$ cat src/rtl/lcd_bus_receiver.sv
// Panel-side responder for an 8080-style 8-bit LCD write bus: decodes CASET/PASET/RAMWR/
// SWRESET/DISPON/DISPOFF into addressed RGB565 pixel writes. Optional macro: LCD_RX_PROTO_ERR_EN.
module lcd_bus_receiver #(
  parameter int SYNC_STAGES = 2,
  parameter int H_RES       = 320,
  parameter int V_RES       = 240
) (
  input  logic        clk,
  input  logic        reset,
  input  logic [7:0]  lcd_db,
  input  logic        lcd_wr,
  input  logic        lcd_d_c,
  input  logic        lcd_rd,
  input  logic        lcd_reset,
  output logic        pix_valid,
  output logic [15:0] pix_x,
  output logic [15:0] pix_y,
  output logic [15:0] pix_rgb,
  output logic        cmd_valid,
  output logic [7:0]  cmd_code,
  output logic        disp_on,
  output logic        proto_err
);

  localparam int NS = (SYNC_STAGES < 2) ? 2 : SYNC_STAGES;
  localparam logic [15:0] EC_RST = 16'(H_RES - 1);
  localparam logic [15:0] EP_RST = 16'(V_RES - 1);

  typedef enum logic [2:0] {
    S_IDLE, S_CASET, S_PASET, S_RAMWR_HI, S_RAMWR_LO, S_IGNORE
  } state_t;

  state_t state, state_next;

  logic [NS-1:0][7:0] db_sync;
  logic [NS-1:0]      wr_sync, dc_sync, lrst_sync;
  logic               wr_prev;
  logic [7:0]         db_s;
  logic               byte_evt, is_cmd, is_data, soft_rst;
  logic               unused_rd;

  logic [15:0] sc, ec, sp, ep, cur_x, cur_y;
  logic [23:0] win_buf;
  logic [1:0]  byte_idx;
  logic [7:0]  hi_byte;

  assign unused_rd = lcd_rd;

  // wr and lcd_reset sync flops reset to their idle-high level so release is not an edge
  always_ff @(posedge clk or posedge reset) begin
    if (reset) begin
      db_sync   <= '0;
      dc_sync   <= '0;
      wr_sync   <= '1;
      lrst_sync <= '1;
      wr_prev   <= 1'b1;
    end else begin
      db_sync   <= {db_sync[NS-2:0], lcd_db};
      dc_sync   <= {dc_sync[NS-2:0], lcd_d_c};
      wr_sync   <= {wr_sync[NS-2:0], lcd_wr};
      lrst_sync <= {lrst_sync[NS-2:0], lcd_reset};
      wr_prev   <= wr_sync[NS-1];
    end
  end

  assign db_s     = db_sync[NS-1];
  assign byte_evt = wr_sync[NS-1] & ~wr_prev;
  assign is_cmd   = byte_evt & ~dc_sync[NS-1];
  assign is_data  = byte_evt & dc_sync[NS-1];
  assign soft_rst = ~lrst_sync[NS-1];

  always_ff @(posedge clk or posedge reset) begin
    if (reset)         state <= S_IDLE;
    else if (soft_rst) state <= S_IDLE;
    else               state <= state_next;
  end

  always_comb begin
    state_next = state;
    if (is_cmd) begin
      case (db_s)
        8'h2A:               state_next = S_CASET;
        8'h2B:               state_next = S_PASET;
        8'h2C:               state_next = S_RAMWR_HI;
        8'h01, 8'h28, 8'h29: state_next = S_IDLE;
        default:             state_next = S_IGNORE;
      endcase
    end else if (is_data) begin
      case (state)
        S_CASET, S_PASET: if (byte_idx == 2'd3) state_next = S_IGNORE;
        S_RAMWR_HI:       state_next = S_RAMWR_LO;
        S_RAMWR_LO:       state_next = S_RAMWR_HI;
        default:          state_next = state;
      endcase
    end
  end

  always_ff @(posedge clk or posedge reset) begin
    if (reset) begin
      pix_valid <= 1'b0; pix_x <= '0; pix_y <= '0; pix_rgb <= '0;
      cmd_valid <= 1'b0; cmd_code <= '0; disp_on <= 1'b0;
      sc <= '0; ec <= EC_RST; sp <= '0; ep <= EP_RST;
      cur_x <= '0; cur_y <= '0; win_buf <= '0; byte_idx <= '0; hi_byte <= '0;
    end else if (soft_rst) begin
      pix_valid <= 1'b0; pix_x <= '0; pix_y <= '0; pix_rgb <= '0;
      cmd_valid <= 1'b0; cmd_code <= '0; disp_on <= 1'b0;
      sc <= '0; ec <= EC_RST; sp <= '0; ep <= EP_RST;
      cur_x <= '0; cur_y <= '0; win_buf <= '0; byte_idx <= '0; hi_byte <= '0;
    end else begin
      pix_valid <= 1'b0;
      cmd_valid <= 1'b0;
      if (is_cmd) begin
        cmd_valid <= 1'b1;
        cmd_code  <= db_s;
        byte_idx  <= '0;
        case (db_s)
          8'h2C: begin cur_x <= sc; cur_y <= sp; end
          8'h01: begin sc <= '0; ec <= EC_RST; sp <= '0; ep <= EP_RST; disp_on <= 1'b0; end
          8'h29: disp_on <= 1'b1;
          8'h28: disp_on <= 1'b0;
          default: ;
        endcase
      end else if (is_data) begin
        case (state)
          S_CASET, S_PASET: begin
            // window registers change only once all four parameter bytes are in
            byte_idx <= byte_idx + 2'd1;
            win_buf  <= {win_buf[15:0], db_s};
            if (byte_idx == 2'd3) begin
              if (state == S_CASET) {sc, ec} <= {win_buf, db_s};
              else                  {sp, ep} <= {win_buf, db_s};
            end
          end
          S_RAMWR_HI: hi_byte <= db_s;
          S_RAMWR_LO: begin
            pix_valid <= 1'b1;
            pix_x     <= cur_x;
            pix_y     <= cur_y;
            pix_rgb   <= {hi_byte, db_s};
            if (cur_x >= ec) begin
              cur_x <= sc;
              cur_y <= (cur_y >= ep) ? sp : cur_y + 16'd1;
            end else begin
              cur_x <= cur_x + 16'd1;
            end
          end
          default: ;
        endcase
      end
    end
  end

`ifdef LCD_RX_PROTO_ERR_EN
  always_ff @(posedge clk or posedge reset) begin
    if (reset)         proto_err <= 1'b0;
    else if (soft_rst) proto_err <= 1'b0;
    else if ((is_data && state == S_IDLE) ||
             (is_cmd && (state == S_CASET || state == S_PASET || state == S_RAMWR_LO)))
      proto_err <= 1'b1;
  end
`else
  assign proto_err = 1'b0;
`endif

endmodule
$ cat config.mk
export PLATFORM = sky130hd
export DESIGN_NAME = lcd_bus_receiver
export DESIGN_NICKNAME = d
export VERILOG_FILES = /design/src/rtl/lcd_bus_receiver.sv
export SDC_FILE = /design/constraint.sdc
export NUM_CORES = 1
export LEC_CHECK = 0
export ABC_AREA = 1
export BUFFER_PORTS_ARGS = -buffer_cell sky130_fd_sc_hd__buf_2
export CAP_MARGIN = 20
export CORE_ASPECT_RATIO = 0.9
export CORE_MARGIN = 2
export CORE_UTILIZATION = 35
export CTS_CLUSTER_SIZE = 40
export DETAILED_ROUTE_END_ITERATION = 12
export GPL_ROUTABILITY_DRIVEN = 0
export MAX_ROUTING_LAYER = met4
export PLACE_DENSITY = 0.57
export SLEW_MARGIN = 15
export SYNTH_ARGS = -nofsm -noshare
export SYNTH_HDL_FRONTEND = slang
export SYNTH_SLANG_ARGS = --single-unit
export TNS_END_PERCENT = 50
$ cat constraint.sdc
create_clock -name clk -period 6.9 [get_ports clk]
set_clock_uncertainty 0.15 [all_clocks]
set_input_delay 1.035 -clock clk [delete_from_list [all_inputs] [get_ports clk]]
set_output_delay 1.035 -clock clk [all_outputs]
set_load 0.02 [all_outputs]
==> results of run 1 <==
[layer usage]
layer	track usage [%]	vias to the layer above	wire, um
met2	25.4	190	11300
li1	-	3964	-
met4	3.90	0	485
met3	2.49	42	1310
met5	-	-	0
met1	26.4	3896	12600
[report_power, final]
| group | total [mW] | leakage [nW] | internal (mW) | switching (mW) |
|---|---|---|---|---|
| logic | 1.20 | 2.45 | 0.374 | 0.823 |
| clock network | 1.37 | 0.420 | 0.838 | 0.532 |
| registers | 1.59 | 2.85 | 1.44 | 0.150 |
| total | 4.16 | 5.72 | 2.65 | 1.50 |
[cells by family after synthesis]
| group | share of synthesized area [%] |
|---|---|
| xor gates and xnor gates | 1.70 |
| AOI/OAI and AO/OA | 10.9 |
| DFF | 52.3 |
| other | 0.0363 |
| buffers and inverters | 9.37 |
| adders and majority gates | 4.24 |
| and+or+nand+nor | 21.3 |
| muxes | 0.218 |
[path summary, 6_finish.rpt]
| check | from | to | cells after the start |
|---|---|---|---|
| setup / recovery | wr_sync[1] | win_buf[22] | 7 |
| hold / removal | db_sync[0] | db_s[0] | 0 |
| setup reg to reg | wr_sync[1] | win_buf[22] | 7 |
| hold reg to reg | db_sync[0] | db_s[0] | 0 |
| max in group asynchronous | reset | pix_x[2] | 3 |
| min in group asynchronous | reset | pix_rgb[10] | 2 |
[stage by stage]
stage          power [mW]  utilization, %  std cells
5_1_grt              4.46            41.0       1683
4_1_cts              4.21            41.0       1682
3_3_place_gp         2.79            38.0       1637
2_1_floorplan        2.51               -       1206
3_5_place_dp         2.82            38.0       1638
6_report             4.16            41.0       1683
[layout by cell type (no fill, tap or decap), drive strengths merged, types with 17 or more instances in the layout]
| cell | instances |
|---|---|
| a21oi | 18 |
| buf | 79 |
| clkbuf | 33 |
| dfrtp | 196 |
| dfstp | 19 |
| ha | 35 |
| inv | 193 |
| nand2 | 322 |
| nand3 | 79 |
| nand4 | 17 |
| nor2 | 68 |
| o21ai | 133 |
| o22ai | 34 |
[final cells by class]
type	count	area (um2)	share of cell area, %
clock buffer	33	716	6.02
clock inverter	11	139	1.17
inverter	194	737	6.19
multi-input combinational	755	3980	33.4
sequential	215	5400	45.4
tap	396	495	4.16
timing repair buffer	79	432	3.63
[critical path: stages, from the launching register on]
cell and delay [ns]:
dfstp_2 0.52, inv_1 0.06, nor3_2 0.29, inv_2 0.14, nor2_1 0.74, nor2_2 0.31, inv_1 0.46, o21ai_0 0.15
==> impl_metrics.yaml, run 1 <==
timing:
  layout_min_cycle_time_ns: 2.97
  timing_worst_slew_pin_value_ns: 0.949
  setup_slack_ns: 3.93
  max_freq_mhz: 337
  maxSlewHeadroom_pct: 36.5
  holdWs_ns: 0.196
  fin_crit_sh_pct: 43.1
  setup_violations: 0
  setup-tns-final_ns: 0
  hold_viol_final: 0
  drv_slew: 0
  rsz0062_at_grt: "no"
yosys:
  syn_area_mm2: 0.0103
  synth_flop_cell: "dfrtp_1"
  syn_area_per_cell_um2: 8.57
  synth.distinct_cells: 44
  synth_top_area_share_pct: 47.5
  synth_edf_count: 0
  ys_ff_latch: 215
  ys_seq_area_share_pct: 52.3
  yosys.cell_count.top_type: "nand2_1"
  async_reset_ff_share_pct: 100
  syn_nets: 1255
  ys_top_cells_by_count: "nand2_1 (316), dfrtp_1 (196), inv_1 (186), o21ai_0 (98), nand3_1 (72)"
  synth_area_leaders: "dfrtp_1 (47%), nand2_1 (11%), inv_1 (6.8%)"
  yosys.area.top_type: "dfrtp_1"
  synth_cells: 1206
  yosysWarnings: 0
grt:
  antenna_found_initial: 0
  grt_max_degree: 114
  grt_overflow_total: 0
  grt_pass1_vias: 7769
  grt_pass1_wl_um: 42300
  grt_util_all_layers_pct: 17.7
route:
  wl_per_cell_um: 15.3
  drtIter0Drc: 633
  drc: 0
  vias: 8092
  via_per_inst: 4.81
  antenna_left: 0
  first_pass_iters: 7
  finalWirelength_um: 25700
die:
  initial_core_util_pct: 35.6
  dieWidth_um: 185
  die_h_um: 167
  fp-row-count: 59
  num_io_pins: 74
  die_area_mm2: 0.0309
  coreArea_mm2: 0.0290
finish:
  fin_area_mm2: 0.0119
  areaGrowthSynthToFinish_pct: 15.2
  layout-drive-gt1-share_pct: 15.3
  largest_reg_flops: 24
  n_fill_cell: 2961
  fin_nets: 1319
  regMostFlops: "win_buf"
  antenna_cells: 0
clock_tree:
  clk_pin_slew_worst_paths_ns: 0.06
  htree_levels: 1
  root_buffer: "clkbuf_16"
  cts_tree: "yes"
  post_cts_buffers: 0
  clk_path_buf_depth: 3
  clock_sinks: 215
  numCtsBuffers: 25
  ctsHoldBuffers: 0
  clk_latency_ns: 0.52
  cts.repair.resized: 0
placement:
  io_buffers: 71
  pre_cts_slack_ns: 3.96
  dpl.hpwl_um: 17800
  place_area_mm2: 0.0110
critical_path:
  critPathCaptureType: "register"
  critPathLaunchType: "register"
  cp.arrival_ns: 3.21
  path_class: "register to register"
  worstPathRequired_ns: 7.14
  crit_path_max_fanout: 19
  ff2ff_setup_slack_ns: 3.93
power:
  ir_drop_mv: 0.190
  leakagePower_nw: 5.72
  p_per_area_mw_per_mm2: 350
job:
  drv_cap: 0
run_status:
  status: "completed"
worst_hold_path:
  hold_path_class: "register to register"
No activity file was read; power rests on OpenSTA's default activity.
==> inputs of run 2 (changes only) <==
ABC_AREA = 0   (was 1)
clock period = 2.4 ns   (was 6.9 ns; I/O delays follow)
==> run 2 against run 1 <==
  * The flow now finishes with violations (negative setup slack)
  * Sequential power grew 140%
  * Cell area increased by 9.5%
  * Total power increased by 97%
  * Combinational power is 39% lower
  * Synthesized area fell by 4.2%
  * Critical endpoint is now cur_y[14]
  * Largest power group unchanged
==> impl_metrics.yaml, run 2 <==
grt:
  grt_pass1_wl_um: 45300
  grt_util_all_layers_pct: 19.8
  antenna_found_initial: 0
  grt_max_degree: 65
  grt_overflow_total: 0
  grt_pass1_vias: 8174
finish:
  seq_area_mm2: 0.00540
  fin_nets: 1309
  largest_reg_flops: 24
  final_common_cell: "nand2_1"
  layout-drive-gt1-share_pct: 27.6
  multi_input_area_mm2: 0.00446
  areaGrowthSynthToFinish_pct: 31.5
  antenna_cells: 0
  fin_area_mm2: 0.0130
  final_cell_mix: "nand2_1 (278), dfrtp_1 (196), a21oi_1 (119)"
  regMostFlops: "win_buf"
  n_fill_cell: 2707
yosys:
  yosys.area.top_type: "dfrtp_1"
  syn_nets: 1143
  ys_top_cells_by_count: "nand2_1 (278), dfrtp_1 (196), a21oi_1 (138), o21ai_0 (88), inv_1 (69)"
  yosysWarnings: 0
  synth_flop_cell: "dfrtp_1"
  synth.distinct_cells: 57
  yosys.cell_count.top_type: "nand2_1"
  synth_top_area_share_pct: 49.5
  synth_edf_count: 0
  ys_ff_latch: 215
  syn_area_per_cell_um2: 9.05
  ys_seq_area_share_pct: 54.6
  synth_cells: 1094
  synth_area_leaders: "dfrtp_1 (50%), nand2_1 (11%), a21oi_1 (7.0%)"
  async_reset_ff_share_pct: 100
  syn_area_mm2: 0.00990
route:
  drtIter0Drc: 508
  first_pass_iters: 5
  antenna_left: 0
  finalWirelength_um: 28600
  wl_per_cell_um: 17.5
  drc: 0
  via_per_inst: 5.13
  vias: 8406
worst_hold_path:
  min_from: "db_sync[1]"
  hold_path_class: "register to register"
  hold_depth: 0
  worstHoldEndpoint: "db_s[1]"
die:
  initial_core_util_pct: 35.5
  coreArea_mm2: 0.0279
  dieWidth_um: 181
  num_io_pins: 74
  die_area_mm2: 0.0297
  fp-row-count: 58
  die_h_um: 164
placement:
  dpl.hpwl_um: 19000
  pre_cts_slack_ns: -0.395
  place_area_mm2: 0.0113
  io_buffers: 71
critical_path:
  timing.rr.start: "ep[0]"
  critPathCaptureType: "register"
  path_cells: "ha_4 > nand2b_4 > a2111oi_4 > o311ai_2 > a211o_1 > buf_6 > buf_12 > nor4_4 > a21oi_1 > o22ai_1"
  critPathLaunchType: "register"
  crit_path_max_incr_delay_ns: 0.56
  ff2ff_setup_slack_ns: -0.27
  path_class: "register to register"
  cp.arrival_ns: 2.96
  ff2ff_path_depth: 10
  crit_path_max_fanout: 6
  worstPathRequired_ns: 2.68
  crit_path_start: "ep[0]"
  r2r-end: "cur_y[14]"
  cp_slowest_cell: "dfstp_2"
run_status:
  violations: "negative setup slack"
  status: "complete, but fails checks"
timing:
  setup_violations: 32
  maxSlewHeadroom_pct: 58.7
  max_freq_mhz: 374
  fin_crit_sh_pct: 111
  drv_slew: 0
  timing_worst_slew_pin_value_ns: 0.617
  layout_min_cycle_time_ns: 2.67
  rsz0062_at_grt: "yes"
  hold_viol_final: 0
  setup_slack_ns: -0.274
power:
  ir_drop_mv: 0.501
  p_per_area_mw_per_mm2: 629
  leakagePower_nw: 5.73
clock_tree:
  htree_levels: 1
  numCtsBuffers: 24
  clk_path_buf_depth: 3
  root_buffer: "clkbuf_16"
  cts_tree: "yes"
  clk_latency_ns: 0.52
  clock_sinks: 215
  clk_pin_slew_worst_paths_ns: 0.06
job:
  drv_cap: 0
[run 2: critical path: cells and delay by family, from the launching register on]
family / cells / cell delay (ns)
buf+inv: 2 / 0.29
flops: 1 / 0.56
fa+ha+maj: 1 / 0.20
simple gates: 2 / 0.39
compound gates: 5 / 1.01
[run 2: timing repair]
item / 4_1_cts / 5_1_grt
gates resized for setup: 71 / 42
pin swaps: 33 / 16
buffers inserted: 4 / 8
endpoints found under the hold margin: 115 / 0
cloned: 4 / 4
hold buffers: 12 / 0
setup endpoints to repair: 32 / 93
[run 2: worst max-delay path by stage]
| stage | end | slack [ns] |
|---|---|---|
| after detailed placement | cur_y[15] | -0.39 |
| after floorplan | byte_idx[0] | -0.89 |
| after global routing | cur_y[14] | -0.32 |
| after global placement | cur_y[13] | -0.34 |
| final | cur_y[14] | -0.27 |
| after CTS | cur_y[15] | -0.22 |
[run 2: metal layers]
metal / GRT usage [%] / wire (um)
met4: 5.25 / 618
met5: - / 0
met1: 27.7 / 13600
met3: 2.74 / 1390
met2: 30.2 / 13100
[run 2: cells by family after synthesis]
kind of cell,Yosys count,share of synthesized area (%)
xor+xnor,1,0.0885
flops,215,54.6
other cells,1,0.0379
mux,2,0.202
buf+inv,136,5.36
compound gates,297,17.6
fa+ha+maj,35,4.42
simple gates,407,17.7
[run 2: area by class of cell]
cell class / instances / area share, %
Sequential cell: 215 / 41.5
Inverter: 70 / 2.05
Tap cell: 360 / 3.46
Clock buffer: 38 / 5.56
Timing Repair Buffer: 204 / 12.7
Multi-Input combinational cell: 745 / 34.3
Clock inverter: 6 / 0.442
[run 2: stage by stage]
step	TNS [ns]	utilization, %	hold WS [ns]	power [mW]	std cells
detailed placement	-10.76	40.7	0.186	4.44	1562
global placement	-8.76	40.7	0.182	4.43	1562
floorplan	-187.75	-	0.181	4.21	1094
CTS	-4.57	45.6	0.194	8.19	1626
finish	-5.86	46.7	0.192	8.19	1638
global route	-8.23	46.7	0.202	8.49	1638
[run 2: report_power, final]
part | total, mW | switching, mW | leakage, nW | internal [mW]
registers | 3.79 | 0.0484 | 2.88 | 3.74
clock network | 3.66 | 1.48 | 0.383 | 2.17
logic | 0.737 | 0.447 | 2.46 | 0.290
total | 8.19 | 1.98 | 5.73 | 6.21
==> inputs of run 3 (changes only) <==
PLACE_DENSITY = 0.62   (was 0.57)
==> run 3 against run 2 <==
  * The flow still finishes with violations (negative setup slack)
  * Register-to-register slack better by 0.03 ns
  * Combinational power fell by 6.6%
  * Critical path depth decreased by 2
  * Via count down 0.75%
  * First-iteration DRC count increased by 23%
  * Global-route usage down 0.33 points
  * Non-clock buffer count decreased by 12
  * Clock power rose by 5%
  * Maximum frequency is 0.95% higher
  * Worst setup slack better by 0.025 ns
  * Total power is 1.7% higher
  * Largest cell class unchanged
  * Largest power group is now the clock network
  * Highest routed layer unchanged
==> impl_metrics.yaml, run 3 (synthesis gave the netlist of run 2 again) <==
timing:
  setup-tns-final_ns: -5.29
  setup_violations: 32
  timing_worst_slew_pin_value_ns: 0.602
  layout_min_cycle_time_ns: 2.65
  rsz0062_at_grt: "yes"
  fin_crit_sh_pct: 110
  drv_slew: 0
  setup_slack_ns: -0.249
  maxSlewHeadroom_pct: 59.8
  hold_viol_final: 0
  max_freq_mhz: 378
run_status:
  status: "complete, but fails checks"
  violations: "negative setup slack"
finish:
  largest_reg_flops: 24
  n_fill_cell: 2662
  layout-drive-gt1-share_pct: 26.7
  areaGrowthSynthToFinish_pct: 29.6
  final_common_cell: "nand2_1"
  final_cell_mix: "nand2_1 (276), dfrtp_1 (196), a21oi_1 (130)"
  seq_area_mm2: 0.00540
  multi_input_area_mm2: 0.00445
  regMostFlops: "win_buf"
  fin_nets: 1296
  fin_area_mm2: 0.0128
  stdcell_count: 1625
  antenna_cells: 0
clock_tree:
  clk_latency_ns: 0.52
  htree_levels: 1
  numCtsBuffers: 24
  clk_path_buf_depth: 3
  root_buffer: "clkbuf_16"
  clk_pin_slew_worst_paths_ns: 0.06
  cts_tree: "yes"
  clock_sinks: 215
die:
  num_io_pins: 74
  dieWidth_um: 181
  die_h_um: 164
  initial_core_util_pct: 35.5
  die_area_mm2: 0.0297
  fp-row-count: 58
  coreArea_mm2: 0.0279
critical_path:
  cp_top_family: "simple AND/OR/NAND/NOR gates"
  ff2ff_path_depth: 8
  path_cells: "ha_1 > nand2b_4 > a2111oi_4 > o32ai_4 > or2_4 > or4_1 > a21oi_1 > a21o_1"
  cp_slowest_cell: "dfstp_2"
  crit_path_max_incr_delay_ns: 0.53
  worstPathBufferInverterCount: 0
  crit_path_max_fanout: 4
  critPathLaunchType: "register"
  path_class: "register to register"
  worstPathRequired_ns: 2.71
  worst-path-stages: 8
  critPathCaptureType: "register"
  cp.arrival_ns: 2.96
grt:
  grt_pass1_vias: 8171
  grt_pass1_wl_um: 44400
  antenna_found_initial: 0
  grt_max_degree: 110
  grt_overflow_total: 0
  grt_util_all_layers_pct: 19.4
route:
  first_pass_iters: 5
  vias: 8343
  finalWirelength_um: 27700
  drc: 0
  wl_per_cell_um: 17.0
  drtIter0Drc: 626
  via_per_inst: 5.13
  antenna_left: 0
placement:
  dp_cells: 1562
  io_buffers: 71
  place_area_mm2: 0.0113
  dpl.hpwl_um: 19000
  pre_cts_slack_ns: -0.509
worst_hold_path:
  hold_path_class: "input pin to async pin"
power:
  combPwrFrac_pct: 8.3
  power.share.sequential_pct: 45.5
  total_power_mw: 8.33
  swShare_pct: 23.7
  ir_drop_mv: 0.507
  power_frac_clock_pct: 46.2
  p_switching_mw: 1.97
  p_per_area_mw_per_mm2: 649
  leakagePower_nw: 5.66
  p_int_mw: 6.35
job:
  drv_cap: 0
## run 3: cell types whose count changed in the layout (fill, tap and decap cells not counted), moves of 3 or more
cell / change
ha_4: +3
buf_12: -5
ha_1: -3
o21ai_1: -4
a21oi_1: +11
a21oi_2: -11
buf_4: -3
clkbuf_1: -4
o21ai_0: +5
## run 3: power by group through the flow
stage	Clock (mW)	Sequential (mW)	Combinational [mW]
floorplan	0	3.86	0.350
global placement	0	3.85	0.565
detailed placement	0	3.85	0.576
CTS	3.94	3.79	0.672
global route	4.09	3.80	0.765
finish	3.85	3.79	0.688
## run 3: final timing paths
kind | startpoint | slack [ns] | to
min reg2reg | db_sync[3] | 0.20 | db_s[3]
max in group asynchronous | reset | 1.17 | pix_y[14]
max reg2reg | ec[0] | -0.25 | cur_x[9]
min in group clk | db_sync[3] | 0.20 | db_s[3]
min | reset | 0.14 | pix_rgb[15]
max | ec[0] | -0.25 | cur_x[9]
## run 3: cell type report
class                           instances  share of cell area (%)
Sequential cell                       215                    42.1
Multi-Input combinational cell        744                    34.7
Timing Repair Buffer                  192                    11.1
Clock buffer                           33                    5.42
Tap cell                              360                    3.51
Inverter                               70                    2.08
Clock inverter                         11                    1.11
## run 3: worst min-delay path: stages
cell and delay [ns]:
dlygate4sd3_1 0.53, buf_2 0.13, clkinvlp_4 0.13
## run 3: what timing repair did
action / 4_1_cts / 5_1_grt
setup endpoints to repair: 35 / 40
hold buffers: 12 / 0
pin swaps: 24 / 14
gates resized for setup: 73 / 27
setup buffers: 5 / 0
hold endpoints to repair: 202 / 0
gates cloned: 1 / 1
## run 3: through the flow
step                utilization, %  hold WS [ns]
floorplan                        -         0.181
global placement              40.5         0.117
detailed placement            40.5         0.121
CTS                           45.5         0.126
global route                  46.1         0.149
finish                        46.1         0.144
## run 3: per-layer routing
layer / vias to the layer above / part of all wire (%) / GRT usage [%] / routed length, um
li1: 4019 / - / - / -
met3: 62 / 5.2 / 3.50 / 1440
met2: 240 / 45 / 29.7 / 12500
met1: 4022 / 46 / 26.4 / 12800
met4: 0 / 3.3 / 6.13 / 912
met5: - / 0 / - / 0
